File: src/rtl/quad_stream_core.sv
// Purpose: signed fixed-point multiplier stream with alignment, saturation and an output FIFO.
// Latency: a pair accepted on edge N is written to the FIFO on edge N+3 and is visible right after it.
// Backpressure: in_ready counts FIFO entries plus in-flight stages against DEPTH, so results are never dropped.

module qsc_fifo #(
  parameter int W     = 8,
  parameter int DEPTH = 4
) (
  input  logic                   clk,
  input  logic                   rstn,
  input  logic                   wr_vld,
  input  logic [W-1:0]           wr_dat,
  output logic                   rd_vld,
  input  logic                   rd_rdy,
  output logic [W-1:0]           rd_dat,
  output logic [$clog2(DEPTH):0] level
);
  localparam int AW = $clog2(DEPTH);

  logic [W-1:0]  mem [DEPTH];
  logic [AW-1:0] wr_ptr;
  logic [AW-1:0] rd_ptr;
  logic          push;
  logic          pop;

  // Writers upstream guarantee a free slot, so a write is never refused.
  assign push   = wr_vld;
  assign pop    = rd_vld && rd_rdy;
  assign rd_vld = (level != '0);
  assign rd_dat = mem[rd_ptr];

  // Storage array; contents are only meaningful below the level count.
  always_ff @(posedge clk) begin
    if (push) mem[wr_ptr] <= wr_dat;
  end

  // Pointer and level bookkeeping; push+pop together leaves the level unchanged.
  always_ff @(posedge clk or negedge rstn) begin
    if (!rstn) begin
      wr_ptr <= '0;
      rd_ptr <= '0;
      level  <= '0;
    end else begin
      if (push) wr_ptr <= wr_ptr + 1'b1;
      if (pop)  rd_ptr <= rd_ptr + 1'b1;
      case ({push, pop})
        2'b10:   level <= level + 1'b1;
        2'b01:   level <= level - 1'b1;
        default: level <= level;
      endcase
    end
  end
endmodule

module quad_stream_core #(
  parameter int W_IN  = 14,
  parameter int W_OUT = 29,
  parameter int DEPTH = 4
) (
  input  logic             clk,
  input  logic             rstn,
  input  logic             in_valid,
  output logic             in_ready,
  input  logic [W_IN-1:0]  a,
  input  logic [W_IN-1:0]  b,
  input  logic [7:0]       num_frac_a,
  input  logic [7:0]       num_frac_b,
  input  logic [7:0]       num_frac_c,
  output logic             out_valid,
  input  logic             out_ready,
  output logic [W_OUT-1:0] c,
  output logic             sat,
  output logic [15:0]      out_count
);
  localparam int PW   = 2 * W_IN;
  localparam int WIDE = PW + W_OUT;
  localparam int LW   = $clog2(DEPTH) + 1;
  localparam int CW   = LW + 1;

  // Right shifts at or beyond the product width collapse to the sign.
  localparam logic [9:0] SH_RZ  = 10'(PW);
  // Any nonzero product shifted left by W_OUT or more cannot fit the result.
  localparam logic [9:0] SH_LOV = 10'(W_OUT);

  localparam logic signed [WIDE-1:0] WIDE_MAX = {1'b0, {(WIDE-1){1'b1}}};
  localparam logic signed [WIDE-1:0] WIDE_MIN = {1'b1, {(WIDE-1){1'b0}}};
  localparam logic signed [WIDE-1:0] OUT_MAX  = {{(WIDE-W_OUT+1){1'b0}}, {(W_OUT-1){1'b1}}};
  localparam logic signed [WIDE-1:0] OUT_MIN  = {{(WIDE-W_OUT+1){1'b1}}, {(W_OUT-1){1'b0}}};
  localparam logic [CW-1:0]          DEP_CW   = CW'(DEPTH);

  typedef struct packed {
    logic [PW-1:0] prod;
    logic [7:0]    nfa;
    logic [7:0]    nfb;
    logic [7:0]    nfc;
  } s1_t;

  typedef struct packed {
    logic [W_OUT-1:0] val;
    logic             sat;
  } res_t;

  logic                   run;
  logic                   accept;
  logic signed [PW-1:0]   a_ext;
  logic signed [PW-1:0]   b_ext;
  logic signed [PW-1:0]   prod;

  logic                   s1_vld;
  s1_t                    s1_dat;
  logic                   s2_vld;
  logic signed [WIDE-1:0] s2_dat;
  logic                   s3_vld;
  res_t                   s3_dat;

  logic [9:0]             sh_raw;
  logic [9:0]             sh_mag;
  logic                   p_neg;
  logic                   p_zero;
  logic signed [WIDE-1:0] p_ext;
  logic signed [WIDE-1:0] aligned;
  res_t                   res_nxt;

  logic                   head_vld;
  res_t                   head_dat;
  logic [LW-1:0]          fifo_level;
  logic [CW-1:0]          occupancy;

  // Slots in use: everything in the pipeline already has a FIFO entry reserved.
  // Accept-to-pop spans five edges, so full one-per-cycle rate needs DEPTH >= 5;
  // at DEPTH=4 the stream settles at four pairs every five cycles.
  assign occupancy = CW'(fifo_level) + CW'(s1_vld) + CW'(s2_vld) + CW'(s3_vld);
  assign in_ready  = run && (occupancy < DEP_CW);
  assign accept    = in_valid && in_ready;

  assign a_ext = {{W_IN{a[W_IN-1]}}, a};
  assign b_ext = {{W_IN{b[W_IN-1]}}, b};
  assign prod  = a_ext * b_ext;

  // Hold off acceptance until the first edge after reset release.
  always_ff @(posedge clk or negedge rstn) begin
    if (!rstn) run <= 1'b0;
    else       run <= 1'b1;
  end

  // S1: capture the full product together with its fractional-bit counts.
  always_ff @(posedge clk or negedge rstn) begin
    if (!rstn) begin
      s1_vld <= 1'b0;
      s1_dat <= '0;
    end else begin
      s1_vld <= accept;
      if (accept) s1_dat <= '{prod: prod, nfa: num_frac_a, nfb: num_frac_b, nfc: num_frac_c};
    end
  end

  assign sh_raw = {2'b00, s1_dat.nfa} + {2'b00, s1_dat.nfb} - {2'b00, s1_dat.nfc};
  assign sh_mag = -sh_raw;
  assign p_neg  = s1_dat.prod[PW-1];
  assign p_zero = (s1_dat.prod == '0);
  assign p_ext  = {{W_OUT{s1_dat.prod[PW-1]}}, s1_dat.prod};

  // Alignment: positive shift is a flooring right shift, negative a left shift;
  // unrepresentable left shifts are pinned to the wide extremes so S3 saturates them.
  always_comb begin
    aligned = p_ext;
    if (!sh_raw[9] && (sh_raw != '0)) begin
      if (sh_raw >= SH_RZ) aligned = p_neg ? '1 : '0;
      else                 aligned = p_ext >>> sh_raw;
    end else if (sh_raw[9]) begin
      if (p_zero)                 aligned = '0;
      else if (sh_mag >= SH_LOV)  aligned = p_neg ? WIDE_MIN : WIDE_MAX;
      else                        aligned = p_ext <<< sh_mag;
    end
  end

  // S2: register the aligned value at full width.
  always_ff @(posedge clk or negedge rstn) begin
    if (!rstn) begin
      s2_vld <= 1'b0;
      s2_dat <= '0;
    end else begin
      s2_vld <= s1_vld;
      if (s1_vld) s2_dat <= aligned;
    end
  end

  // Saturation into the signed result range.
  always_comb begin
    res_nxt.val = s2_dat[W_OUT-1:0];
    res_nxt.sat = 1'b0;
    if (s2_dat > OUT_MAX) begin
      res_nxt.val = {1'b0, {(W_OUT-1){1'b1}}};
      res_nxt.sat = 1'b1;
    end else if (s2_dat < OUT_MIN) begin
      res_nxt.val = {1'b1, {(W_OUT-1){1'b0}}};
      res_nxt.sat = 1'b1;
    end
  end

  // S3: register the final result; it is written to the FIFO on the following edge.
  always_ff @(posedge clk or negedge rstn) begin
    if (!rstn) begin
      s3_vld <= 1'b0;
      s3_dat <= '0;
    end else begin
      s3_vld <= s2_vld;
      if (s2_vld) s3_dat <= res_nxt;
    end
  end

  qsc_fifo #(
    .W     ($bits(res_t)),
    .DEPTH (DEPTH)
  ) u_fifo (
    .clk    (clk),
    .rstn   (rstn),
    .wr_vld (s3_vld),
    .wr_dat (s3_dat),
    .rd_vld (head_vld),
    .rd_rdy (out_ready),
    .rd_dat (head_dat),
    .level  (fifo_level)
  );

  // Outputs read zero whenever the FIFO is empty, including straight out of reset.
  assign out_valid = head_vld;
  assign c         = head_vld ? head_dat.val : '0;
  assign sat       = head_vld ? head_dat.sat : 1'b0;

  // Delivered-result counter, free-running modulo 2^16.
  always_ff @(posedge clk or negedge rstn) begin
    if (!rstn)                       out_count <= '0;
    else if (out_valid && out_ready) out_count <= out_count + 16'd1;
  end
endmodule

File: config.mk
export PLATFORM = sky130hd
export DESIGN_NAME = quad_stream_core
export DESIGN_NICKNAME = d
export VERILOG_FILES = /design/src/rtl/quad_stream_core.sv
export SDC_FILE = /design/constraint.sdc
export NUM_CORES = 1
export LEC_CHECK = 0
export ABC_CLOCK_PERIOD_IN_PS = 7900
export CAP_MARGIN = 20
export CORE_MARGIN = 3
export CORE_UTILIZATION = 33
export DETAILED_ROUTE_END_ITERATION = 6
export DONT_BUFFER_PORTS = 1
export PLACE_DENSITY = 0.51
export SLEW_MARGIN = 20
export SYNTH_ARGS = -nofsm -noshare
export SYNTH_HDL_FRONTEND = slang
export SYNTH_HIERARCHICAL = 1
export SYNTH_SLANG_ARGS = --single-unit
File: constraint.sdc
create_clock -name clk -period 7.9 [get_ports clk]
set_input_delay 1.58 -clock clk [delete_from_list [all_inputs] [get_ports clk]]
set_output_delay 1.58 -clock clk [all_outputs]
set_load 0.01 [all_outputs]
==> results by stage, run 1 <==
Run status:
- The flow ran to the end, and the final reports show no timing, DRC or antenna violations.

Setup path:
- STA classifies the critical path startpoint as an input pin.
- Walking the worst path, the cells encountered are and2_1 > fa_1 > inv_1 > fa_1 > inv_1 > fa_1 > ha_1 > fa_1 > inv_1 > fa_1 > inv_1 > ha_1 > nand3_1 > o2111ai_1 > a31oi_1 > o221ai_1 > a21oi_1 > o21ai_0 > a41oi_1 > or3b_2 > a22oi_1.
- The critical path capture point is p_ext[27].
- The end of the worst register-to-register path is s2_dat[43].
- At the worst endpoint, the required time is 8380 ps.
- In this run the worst path has a maximum fanout of 14.
- The worst setup path is captured at a flip-flop.
- The setup check on the worst reg-to-reg path leaves a slack of 2160 ps.
- The master of the slowest instance on the critical path is fa_1.
- The most critical setup path has its startpoint at b[4].
- The most numerous cell on the critical path is fa_1.
- The worst setup path is of the in2reg kind.
- The path depth of the worst reg2reg path is 14.
- Data on the critical path arrives at its endpoint at 7450 ps.
- In this design, the stage delay of the slowest critical-path cell is 540 ps.
- The startpoint of the lowest-slack register-to-register path is s1_dat[1].

Floorplanning:
- The number of primary I/O pins is 104.
- The floorplan has 99 rows.
- The floorplan step set the die height to 279 µm.
- The effective utilization at floorplan is 0.335.
- The die footprint is 77700 µm².
- In this run the horizontal extent of the chip is 279 µm.
- The placeable core region is 73300 µm².

Timing:
- After layout, the worst setup slack is 933 ps.
- Across the routed clock network, the largest skew measured is 11.7 ps.
- The relative max-transition margin is 0.295.
- The final worst-path cycle share is 0.882.
- The number of hold violations in the final report is 0.
- The shortest clock period the worst path allows after layout is 6970 ps.
- Timing would allow up to 144 MHz.
- Setup repair after global routing left no endpoint under its margin.
- The number of pins exceeding their max-slew limit in the final report is 0.
- Summed over all failing endpoints, the final setup total negative slack is 0 ps.
- Setup violations remaining at the end of the flow were counted as 0.
- The actual transition at the worst max-transition pin is 1030 ps.

Route:
- The total via count after detailed routing is 17992.
- In the routed design, unresolved DRC markers number 0.
- In this run the remaining antenna-violating nets after routing total 0.
- Before antenna repair, the detailed router went through 6 iterations.
- The post-detailed-routing wire length is 66500 µm.
- The routed length per instance is 19.7 µm.
- The detailed-route vias per instance is 5.32.
- The initial detailed-routing violation count is 1385.

Yosys:
- In this run, synthesis inferred 120 flip-flops with an integrated enable.
- The netlist area before placement is 24500 µm².
- Counting flops and latches in the post-synthesis netlist gives 286.
- The library cell occupying the most area in the post-synthesis netlist is dfrtp_1.
- The gate count after technology mapping is 2512.
- Counting flops with an async set or reset pin after synthesis yields a share of 0.580.
- The post-synthesis average cell area is 9.77 µm².
- The most used flip-flop cell after synthesis is dfrtp_1.
- The total nets after synthesis is 2858.
- After synthesis, the cell types taking the most area are dfrtp_1 (17%), fa_1 (17%), edfxtp_1 (15%), mux4_2 (5.7%), nand2_1 (4.7%).
- The share of the synthesized area in the top cell type is 0.169.
- For this run, the register share of the synthesized area comes to 0.316.
- Yosys mapped the design onto 93 distinct sky130hd cell types.
- During synthesis, Yosys emitted a total of 6 warnings.

CTS:
- The number of gates resized after CTS was 0.
- The later pin in the worst-skew pair is clocked with a latency of 570 ps.
- The hold buffer count at CTS is 0.
- The maximum clock insertion buffer count is 3.
- The total CTS buffers is 30.
- The buffer cell driving the clock tree root is clkbuf_16.
- The setup fix buffers added after clock tree synthesis is 0.
- CTS built an H-tree with a depth of 1.
- The post-CTS clock slew at the launch and capture registers of the worst setup and hold paths is 60 ps.
- The clock net sink count is 286.
- The CTS tree is built.

GRT:
- The number of global-route vias before repair was 18365.
- The total overflow left after global routing is 0.
- The pin count of the biggest net entering global routing is 167.
- The initial antenna violation count is 0.
- The overall fraction of global-route tracks in use is 0.169.
- The first global-routing pass estimated 106000 µm of wire.

Finish:
- The net count of the finished layout is 2747.
- The final antenna diode count is 0.
- For this run, the number of standard cells in the final layout without fillers is 3384.
- At the end of the flow the core is filled with cells to 0.358.
- Relative to the synthesized area, the layout overhead comes to 6.94%.
- In the final layout, the share of cells above drive strength 1 is 0.0812.
- The number of fill cells in the layout is 7430.

Placed design:
- In this run, placement finished with an instance count of 3328.
- Routability-driven placement finished with a final weighted congestion of 0.893.
- The number of port buffers is 0.
- Prior to clock tree synthesis, the placed netlist has a worst setup slack of 327 ps.
- Summed over all nets, the half-perimeter wirelength after detailed placement is 49900 µm.

Worst hold path:
- The type of the worst min-delay path is reg2reg.

Job:
- Across the run, the number of max-cap violations was 0.
through the flow:
| stage | instance area [µm²] | hold slack, ps |
|---|---|---|
| 6_report | 26200 | 484 |
| 5_1_grt | 26200 | 510 |
| 4_1_cts | 26200 | 487 |
| 3_5_place_dp | 25300 | 472 |
| 3_3_place_gp | 25300 | 468 |
| 2_1_floorplan | 24500 | 352 |
layout make-up:
type | instances | area [µm²] | share of cell area
clock buffer | 41 | 833 | 0.0317
inverter | 292 | 1100 | 0.0418
clock inverter | 15 | 158 | 0.00601
timing repair buffer | 32 | 240 | 0.00915
multi-input combinational | 1759 | 15000 | 0.570
sequential | 286 | 7760 | 0.296
tap | 959 | 1200 | 0.0457
per-layer routing:
| metal | vias up | routed length, µm | global-route usage |
|---|---|---|---|
| li1 | 8339 | - | - |
| met1 | 9085 | 30100 | 0.234 |
| met2 | 490 | 31500 | 0.285 |
| met3 | 78 | 3380 | 0.0202 |
| met4 | 0 | 1550 | 0.0413 |
| met5 | - | 0 | 0 |
worst min path at each step:
| stage | startpoint | endpoint | cells past startpoint | slack (ps) |
|---|---|---|---|---|
| finish | u_fifo/rd_ptr[0] | u_fifo/rd_ptr[0] | 1 | 480 |
| global route | s1_dat[0] | s1_dat[0] | 2 | 510 |
| CTS | u_fifo/rd_ptr[0] | u_fifo/rd_ptr[0] | 1 | 490 |
| detailed placement | s1_dat[0] | s1_dat[0] | 2 | 470 |
| global placement | u_fifo/rd_ptr[0] | u_fifo/rd_ptr[0] | 1 | 470 |
| floorplan | s1_vld | s2_vld | 0 | 350 |
cells in the final DEF (no fill, tap or decap), types with 6 or more instances in the layout:
cell,count
mux2i_1,83
ha_1,84
fa_1,205
nor4_1,20
xor2_1,21
clkinv_1,9
a31oi_1,18
and3_1,6
nor2b_1,9
dfrtp_1,163
xnor2_1,33
clkbuf_1,8
mux2_2,13
o31ai_1,7
a211o_1,6
o22ai_1,13
nand2_1,304
buf_4,32
mux4_2,62
o211ai_1,19
or2_2,6
nand3_1,41
o21ai_0,92
o2111ai_1,11
or3_1,16
inv_1,287
a21o_1,13
nand2b_1,12
and2_1,148
nor2_1,159
a21oi_1,128
a211oi_1,26
a311oi_1,10
nor3_1,36
edfxtp_1,120
clkbuf_16,31
o21ai_1,11
a221oi_1,15
nand4_1,25
synthesized netlist by cell type, drive strengths merged, types with 5 or more instances:
library cell and instances:
nor2 161, clkbuf 136, nand4 25, xnor2 36
nand3b 5, buf 39, inv 288, a31oi 19
nand3 42, and2 148, mux2 13, o21ai 106
nor4 20, xor2 22, edfxtp 120, mux4 64
nor3 38, o221ai 5, dfrtp 166, o211ai 20
o2111ai 11, o22ai 13, a311oi 12, or3 16
ha 85, mux2i 83, nand2b 12, a221oi 16
a211oi 29, a21oi 131, nor2b 9, fa 205
or2 9, nand2 305, o31ai 7, a211o 6
o221a 9, and3 7, a21o 13
logic make-up (layout without fill, tap and decap cells):
logic type / after synthesis / count (layout) / synth area share
DFF: 286 / 286 / 0.316
muxes: 160 / 160 / 0.0989
other: 1 / 1 / 0.000153
xor gates and xnor gates: 59 / 59 / 0.0223
buffers and inverters: 467 / 380 / 0.0763
and+or+nand+nor: 812 / 812 / 0.158
adders and majority gates: 290 / 290 / 0.211
AOI/OAI and AO/OA: 437 / 437 / 0.118
flip-flops by register name, indices dropped and copies added (netlist names), 2 cells and up:
signal and flops:
u_fifo/level 3, u_fifo/rd_ptr 2, p_ext 28, s2_dat 57, out_count 16, u_fifo/wr_ptr 2, s1_dat 24, u_fifo/mem 120
s3_dat 30
worst max-delay path: cells and delay by family:
family	cells	cell delay, ps
AO/OA/AOI/OAI	7	1650
adder cells (fa/ha/maj)	7	3270
buffers and inverters	4	210
AND/OR/NAND/NOR	3	750
Power of run 1 is not shown: default switching activity piles up to over one toggle a cycle in this logic, so the estimate is an artifact.
==> run 2: changes to the inputs <==
--- a/config.mk
+++ b/config.mk
@@ -8,12 +8,11 @@
 export ABC_CLOCK_PERIOD_IN_PS = 7900
 export CAP_MARGIN = 20
 export CORE_MARGIN = 3
-export CORE_UTILIZATION = 33
+export CORE_UTILIZATION = 50
 export DETAILED_ROUTE_END_ITERATION = 6
 export DONT_BUFFER_PORTS = 1
-export PLACE_DENSITY = 0.51
+export PLACE_DENSITY = 0.69
 export SLEW_MARGIN = 20
 export SYNTH_ARGS = -nofsm -noshare
 export SYNTH_HDL_FRONTEND = slang
-export SYNTH_HIERARCHICAL = 1
 export SYNTH_SLANG_ARGS = --single-unit
==> results by stage, run 2 <==
Run status:
- The run finished with clean final reports.

Setup path:
- STA classifies the critical path endpoint as a flip-flop.
- The path depth of the worst reg2reg path is 15 (+1).
- The worst path required time is 8340 ps (-40 ps).
- The setup path with the least slack is of type in2reg.
- The endpoint arrival time on the critical path is 7570 ps (+120 ps).
- The startpoint of the lowest-slack register-to-register path is s1_dat[1].
- STA classifies the critical path startpoint as an input pin.
- Grouping stages by cell kind, the critical path spends the most delay in adder cells.
- The maximum fanout count along the critical path came to 14 (unchanged).
- The critical path depth in cells is 21 (unchanged).
- The delay of the slowest critical-path stage is 540 ps (about the same).
- The number of buffers and inverters on the critical path was 4 (unchanged).
- The signal on the critical path passes through and2_1 > fa_1 > inv_1 > fa_1 > inv_1 > fa_1 > fa_1 > fa_1 > inv_1 > fa_1 > inv_1 > ha_1 > a21oi_1 > nand2_1 > a21o_1 > a221oi_1 > o21ai_0 > a41oi_1 > o21ai_0 > and4_1 > or3_1.
- The launch point of the worst path is a[7].
- The master of the slowest instance on the critical path is fa_1.
- The most numerous cell on the critical path is fa_1.

Finish:
- The final cell count without fillers is 3073 (-9.2%).
- The largest registers in the layout are u_fifo.mem (120), s2_dat (57), s3_dat (30).
- The number of fill cells in the layout is 4294 (-42%).
- The share of final-layout standard cells stronger than drive strength 1 came to 0.0862 (+0.00501).
- The final standard cell area without fillers is 25800 µm² (-1.8%).
- In the layout the commonest cells are nand2_1 (305), inv_1 (290), fa_1 (205).
- The net count of the finished layout is 2780 (+1.2%).
- The most common library cell in the layout ignoring fill and taps is nand2_1.
- The register with the most flip-flops is u_fifo.mem.
- The final antenna diode count was 0 (unchanged).
- The flip-flop count of the largest register after layout came to 120 (unchanged).
- The area growth from synthesis to layout is 5.59%.

Yosys:
- The share of the synthesized area in the top cell type is 0.170 (+0.000981).
- The sequential fraction of the synthesis area is 0.318 (+0.00183).
- The netlist area before placement was 24400 µm² (-0.58%).
- The most numerous cell in the Yosys netlist is nand2_1.
- The count of yosys warnings during synthesis is 0 (-6).
- The number of synthesized flops with an enable pin was 120 (unchanged).
- Ranked by instance count, the synthesized netlist is headed by nand2_1 (306), inv_1 (290), fa_1 (205).
- The total nets after synthesis is 2883 (+0.87%).
- Of all cell types, the one taking the most synthesized area is dfrtp_1.
- The post-synthesis average cell area is 9.62 µm² (-1.6%).
- In the post-synthesis netlist, the biggest area contributors are dfrtp_1 (17%), fa_1 (17%), edfxtp_1 (15%), mux4_2 (4.8%), nand2_1 (4.7%).
- The number of distinct standard cells referenced by the synthesized netlist was 93 (unchanged).
- The gate count after technology mapping came to 2537 (+1.0%).
- The share of flip-flops with an asynchronous set or reset is 0.580 (unchanged).
- The flip-flop cell with the highest count after synthesis is dfrtp_1.
- The number of flip-flops and latches in the synthesized netlist is 286 (unchanged).

CTS:
- The buffer cell driving the clock tree root is clkbuf_16.
- The CTS tree is built.
- The H-tree depth came to 1 (unchanged).
- The clock insertion delay at the later pin of the skew report is 580 ps (about the same).
- The setup fix buffers added after clock tree synthesis came to 0 (unchanged).
- The post-CTS clock slew at the launch and capture registers of the worst setup and hold paths came to 60 ps (about the same).
- The total CTS buffers is 30 (unchanged).
- The clock net sink count is 286 (unchanged).
- The hold buffer count at CTS was 0 (unchanged).
- The maximum clock insertion buffer count is 3 (unchanged).
- The number of cells upsized or downsized after cts is 0 (unchanged).

Route:
- The antenna violation net count after detailed routing is 0 (unchanged).
- The post-detailed-routing wire length came to 66000 µm (-0.70%).
- The total via count after detailed routing is 18544 (+3.1%).
- The routed length per instance was 21.5 µm (+9.4%).
- The detailed-route vias per instance is 6.03 (+13%).
- The DRC violation count after routing is 0 (unchanged).
- The number of detailed-routing iterations run before antenna repair came to 6 (unchanged).
- The initial detailed-routing violation count is 1551 (+12%).

Timing:
- The number of pins exceeding their max-slew limit in the final report is 0 (unchanged).
- The number of setup violations in the final report came to 0 (unchanged).
- The smallest hold slack is 486 ps (+1.69 ps).
- Setup repair after global routing left no endpoint under its margin.
- The setup TNS after final layout is 0 ps (unchanged).
- The largest clock skew in the final design came to 27.2 ps (+15.5 ps).
- The shortest clock period the worst path allows after layout came to 7130 ps (+159 ps).
- The number of hold violations in the final report was 0 (unchanged).
- The relative max-transition margin is 0.267 (-0.0275).
- The final worst-path cycle share is 0.902 (+0.0201).
- The actual transition at the worst max-transition pin is 1090 ps (+60.0 ps).
- The top achievable clock speed was 140 MHz (-2.2%).

GRT:
- The global-route wire length before repair is 104000 µm (-2.0%).
- The overflow left after global routing is 0 (unchanged).
- The overall fraction of global-route tracks in use is 0.258 (+0.0884).
- The initial antenna violation count was 1 (+1).
- The number of global-route vias before repair came to 18776 (+2.2%).
- The pin count of the biggest net entering global routing is 167 (unchanged).

Placed design:
- The half-perimeter wire length after detailed placement is 48800 µm (-2.3%).
- The instance count after placement with tap cells included came to 3017 (-9.3%).
- The placed instance area is 24800 µm² (-1.9%).
- The number of port buffers came to 0 (unchanged).
- The final weighted congestion in routability-driven placement is 0.979 (+9.7%).

Worst hold path:
- The launch point of the worst hold path is s1_dat[0].
- The count of cells along the worst hold path is 2 (+1).
- The type of the worst min-delay path is reg2reg.

Floorplanning:
- The effective utilization at floorplan is 0.509 (+0.174).
- The die outline height is 227 µm (-19%).
- The die outline width is 227 µm (-19%).
- The die footprint was 51500 µm² (-34%).
- The number of primary I/O pins is 104 (unchanged).
- The placeable core region was 47900 µm² (-35%).
- The number of rows in the core area is 80 (-19%).

Job:
- The max-cap check violation count was 0 (unchanged).
==> run 2: cell families (layout without fill, tap and decap cells) <==
family,after synthesis,after routing,share of synthesized area
adder cells (fa/ha/maj),290,290,0.212
multiplexers,137,137,0.0838
AO/OA/AOI/OAI,456,456,0.122
buffers and inverters,457,378,0.0726
flip-flops,286,286,0.318
other,1,1,0.000154
AND/OR/NAND/NOR,843,843,0.164
XOR/XNOR,67,67,0.0278
==> run 2: through the flow <==
stage	utilization	setup slack [ps]
3_5_place_dp	0.517	187
6_report	0.537	775
2_1_floorplan	-	230
4_1_cts	0.537	782
3_3_place_gp	0.517	227
5_1_grt	0.537	404
==> run 2: per-layer routing <==
layer	track usage	routed length [µm]
met1	0.354	27600
met2	0.426	31900
met3	0.0346	4290
met4	0.0860	2270
met5	0	17
==> run 2: worst reg2reg max path: stages (launching register included) <==
cell and delay, ps:
dfrtp_1 330, inv_1 60, fa_1 570, inv_1 80
fa_1 530, buf_4 390, ha_1 360, and2_1 220
o21ai_0 310, nor3_1 480, and4_1 250, buf_4 300
o22a_1 500, nand2_2 400, a221o_1 540, o221a_2 180
==> run 2: layout make-up <==
| type | count | area (µm²) | area share |
|---|---|---|---|
| clock buffer | 33 | 783 | 0.0304 |
| tap | 615 | 769 | 0.0299 |
| timing repair buffer | 31 | 233 | 0.00903 |
| sequential | 286 | 7760 | 0.301 |
| multi-input combinational | 1794 | 14900 | 0.579 |
| clock inverter | 23 | 203 | 0.00787 |
| inverter | 291 | 1090 | 0.0424 |
==> run 2: path summary, 6_finish.rpt <==
check | to | slack (ps)
setup / recovery | p_ext[26] | 770
hold / removal | s1_dat[0] | 490
setup reg to reg | s2_dat[46] | 2260
hold reg to reg | s1_dat[0] | 490
max in group asynchronous | p_ext[25] | 6710
min in group asynchronous | s1_dat[1] | 700
Power of run 2 is left out for the same reason.
==> edit (settings of run 2) <==
Register the output `out_count` once more, with the module's reset; this adds one clock of latency there. The other outputs are not delayed to match.
--- a/src/rtl/quad_stream_core.sv
+++ b/src/rtl/quad_stream_core.sv
@@ -100,6 +100,8 @@
     logic             sat;
   } res_t;
 
+  logic [15:0] out_count_s0;
+
   logic                   run;
   logic                   accept;
   logic signed [PW-1:0]   a_ext;
@@ -230,8 +232,16 @@
 
   // Delivered-result counter, free-running modulo 2^16.
   always_ff @(posedge clk or negedge rstn) begin
-    if (!rstn)                       out_count <= '0;
-    else if (out_valid && out_ready) out_count <= out_count + 16'd1;
-  end
+    if (!rstn)                       out_count_s0 <= '0;
+    else if (out_valid && out_ready) out_count_s0 <= out_count_s0 + 16'd1;
+  end
+  always_ff @(posedge clk or negedge rstn) begin
+    if (!rstn) begin
+      out_count <= '0;
+    end else begin
+      out_count <= out_count_s0;
+    end
+  end
+
 endmodule
 
Check against the original RTL: not equivalent (Yosys sat finds a counterexample within 10 cycles, from zero or initial values and one cycle with rstn low).
==> edit against run 2 <==
Sequential cell count up 16; hold slack got worse by 0.074 ns; synthesized area up 1.5%; worst setup slack got worse by 0.16 ns; final area rose by 2.0%; clock skew increased by 0.0049 ns; wire length fell by 1.6%; register-to-register slack lost 0.02 ns; critical path type unchanged; highest routed layer is now met4.
Power is left out: the tool's default activity adds up to more than one toggle a clock period on the data nets, which glitch-free logic cannot reach.
==> edit: results (changes against run 2) <==
metric	value	unit	change
Warnings, synthesis	0		unchanged
worst-path maximum fanout	14		unchanged
placed wire-length estimate	49.5	mm	+1.4%
synth top area cells	dfrtp_1 (18%), fa_1 (17%), edfxtp_1 (15%), nand2_1 (5.6%), inv_1 (4.4%)		
Mean Syn Cell Area	9.45	µm²	-1.7%
Tot GR Track Use	24.9	%	-0.86 points
Post-synth EDFFs	120		unchanged
largest net degree at the start of global routing	183		+9.6%
Post CTS Setup Buffer Count	0		unchanged
Top Registers	u_fifo.mem (120), s2_dat (57), s3_dat (30)		
# diodes	0		unchanged
Max-Cap Viols	0		unchanged
# port buffers	0		unchanged
most frequent cells after synthesis	nand2_1 (371), inv_1 (291), fa_1 (205)		
Crit-path slowest cell	fa_1		
via count	18700		+0.73%
share of cells above drive strength 1	6.64	%	-2.0 points
crit-path leading delay family	adder cells		
# H-tree levels	1		unchanged
skew final	0.0321	ns	+0.00489 ns
first-pass GRT wire length	106	mm	+1.3%
total CTS buffers	30		unchanged
initial antenna violation count	0		-1
clock latency on the worst-skew pair	0.58	ns	about the same
worst hold path class	reg -> reg		
Post-CTS Resized	0		unchanged
Final Routed Wirelength	65.0	mm	-1.6%
root buf cell	clkbuf_16		
fin nets	2869		+3.2%
Max Slew Vio Count	0		unchanged
Net Count, Synth	2967		+2.9%
Arr. time, crit path	7.70	ns	+0.13 ns
GPL Wtd Cong	1.00		+2.3%
DR iter-0 viols	1540		-0.71%
Seq/Total Area, Yosys	32.9	%	+1.1 points
Largest stage delay, worst path	0.53	ns	
Cells after DPL	3147		+4.3%
DR pass1 iterations	6		unchanged
synth unique cells	91		-2.2%
Area after DPL	0.0253	mm²	+1.9%
Reg clk slew, reported paths	0.07	ns	
clk buf depth	3		unchanged
Post-DRT Antenna Nets	0		unchanged
Core Region	0.0483	mm²	+0.84%
fin cells	3203		+4.2%
Post-synth ARST share	60.3	%	+2.2 points
status	finished, final reports clean		
measured slew at the worst slew-check pin	1.03	ns	-0.0592 ns
## edit: cell count changes after synthesis, sizes merged, moves of 16 or more
cell	run 2	this run
dfrtp	166	182
mux2i	67	96
nand2	308	372
a211oi	21	39
a21oi	132	148
nor2	201	167
## edit: cell families after synthesis
family / synth area share, %
and+or+nand+nor: 16.2
AOI/OAI and AO/OA: 12.9
buffers and inverters: 7.07
DFF: 32.9
adders and majority gates: 20.9
muxes: 7.70
xor gates and xnor gates: 2.35
other: 0.0151
## edit: worst paths after layout
kind                                              startpoint                       to  slack, ns  depth (start not counted)
max in group asynchronous                               rstn    p_ext[13]$_DFFE_PN0P_       6.70                          0
worst min register to register  out_count_s0[15]$_DFFE_PN0P_  out_count[15]$_DFF_PN0_       0.41                          0
worst min-delay path            out_count_s0[15]$_DFFE_PN0P_  out_count[15]$_DFF_PN0_       0.41                          0
min in group asynchronous                               rstn   s1_dat[11]$_DFFE_PN0P_       0.70                          0
worst max-delay path                                    b[4]    p_ext[26]$_DFFE_PN0P_       0.61                         23
worst max register to register         s1_dat[1]$_DFFE_PN0P_   s2_dat[17]$_DFFE_PN0P_       2.24                         16
## edit: layout make-up
type	instances	area [µm²]
repair buffers	32	240
fillers	4307	22100
clock inverters	14	125
flip-flops and latches	302	8160
clock buffers	42	881
inverters	294	1100
multi-input cells	1863	14900
well taps	656	821
## edit: layer usage
layer / share of wire, % / track usage [%]
met1: 43 / 34.3
met2: 48 / 41.4
met3: 6.0 / 2.78
met4: 3.5 / 8.60
met5: 0 / 0
## edit: metrics by stage
stage	utilization, %	setup WS [ns]	hold slack, ns
after global routing	54.3	0.248	0.436
after floorplan	-	0.266	0.373
after global placement	52.2	0.155	0.391
after CTS	54.3	0.632	0.415
after detailed placement	52.2	0.0256	0.397
final	54.3	0.611	0.412
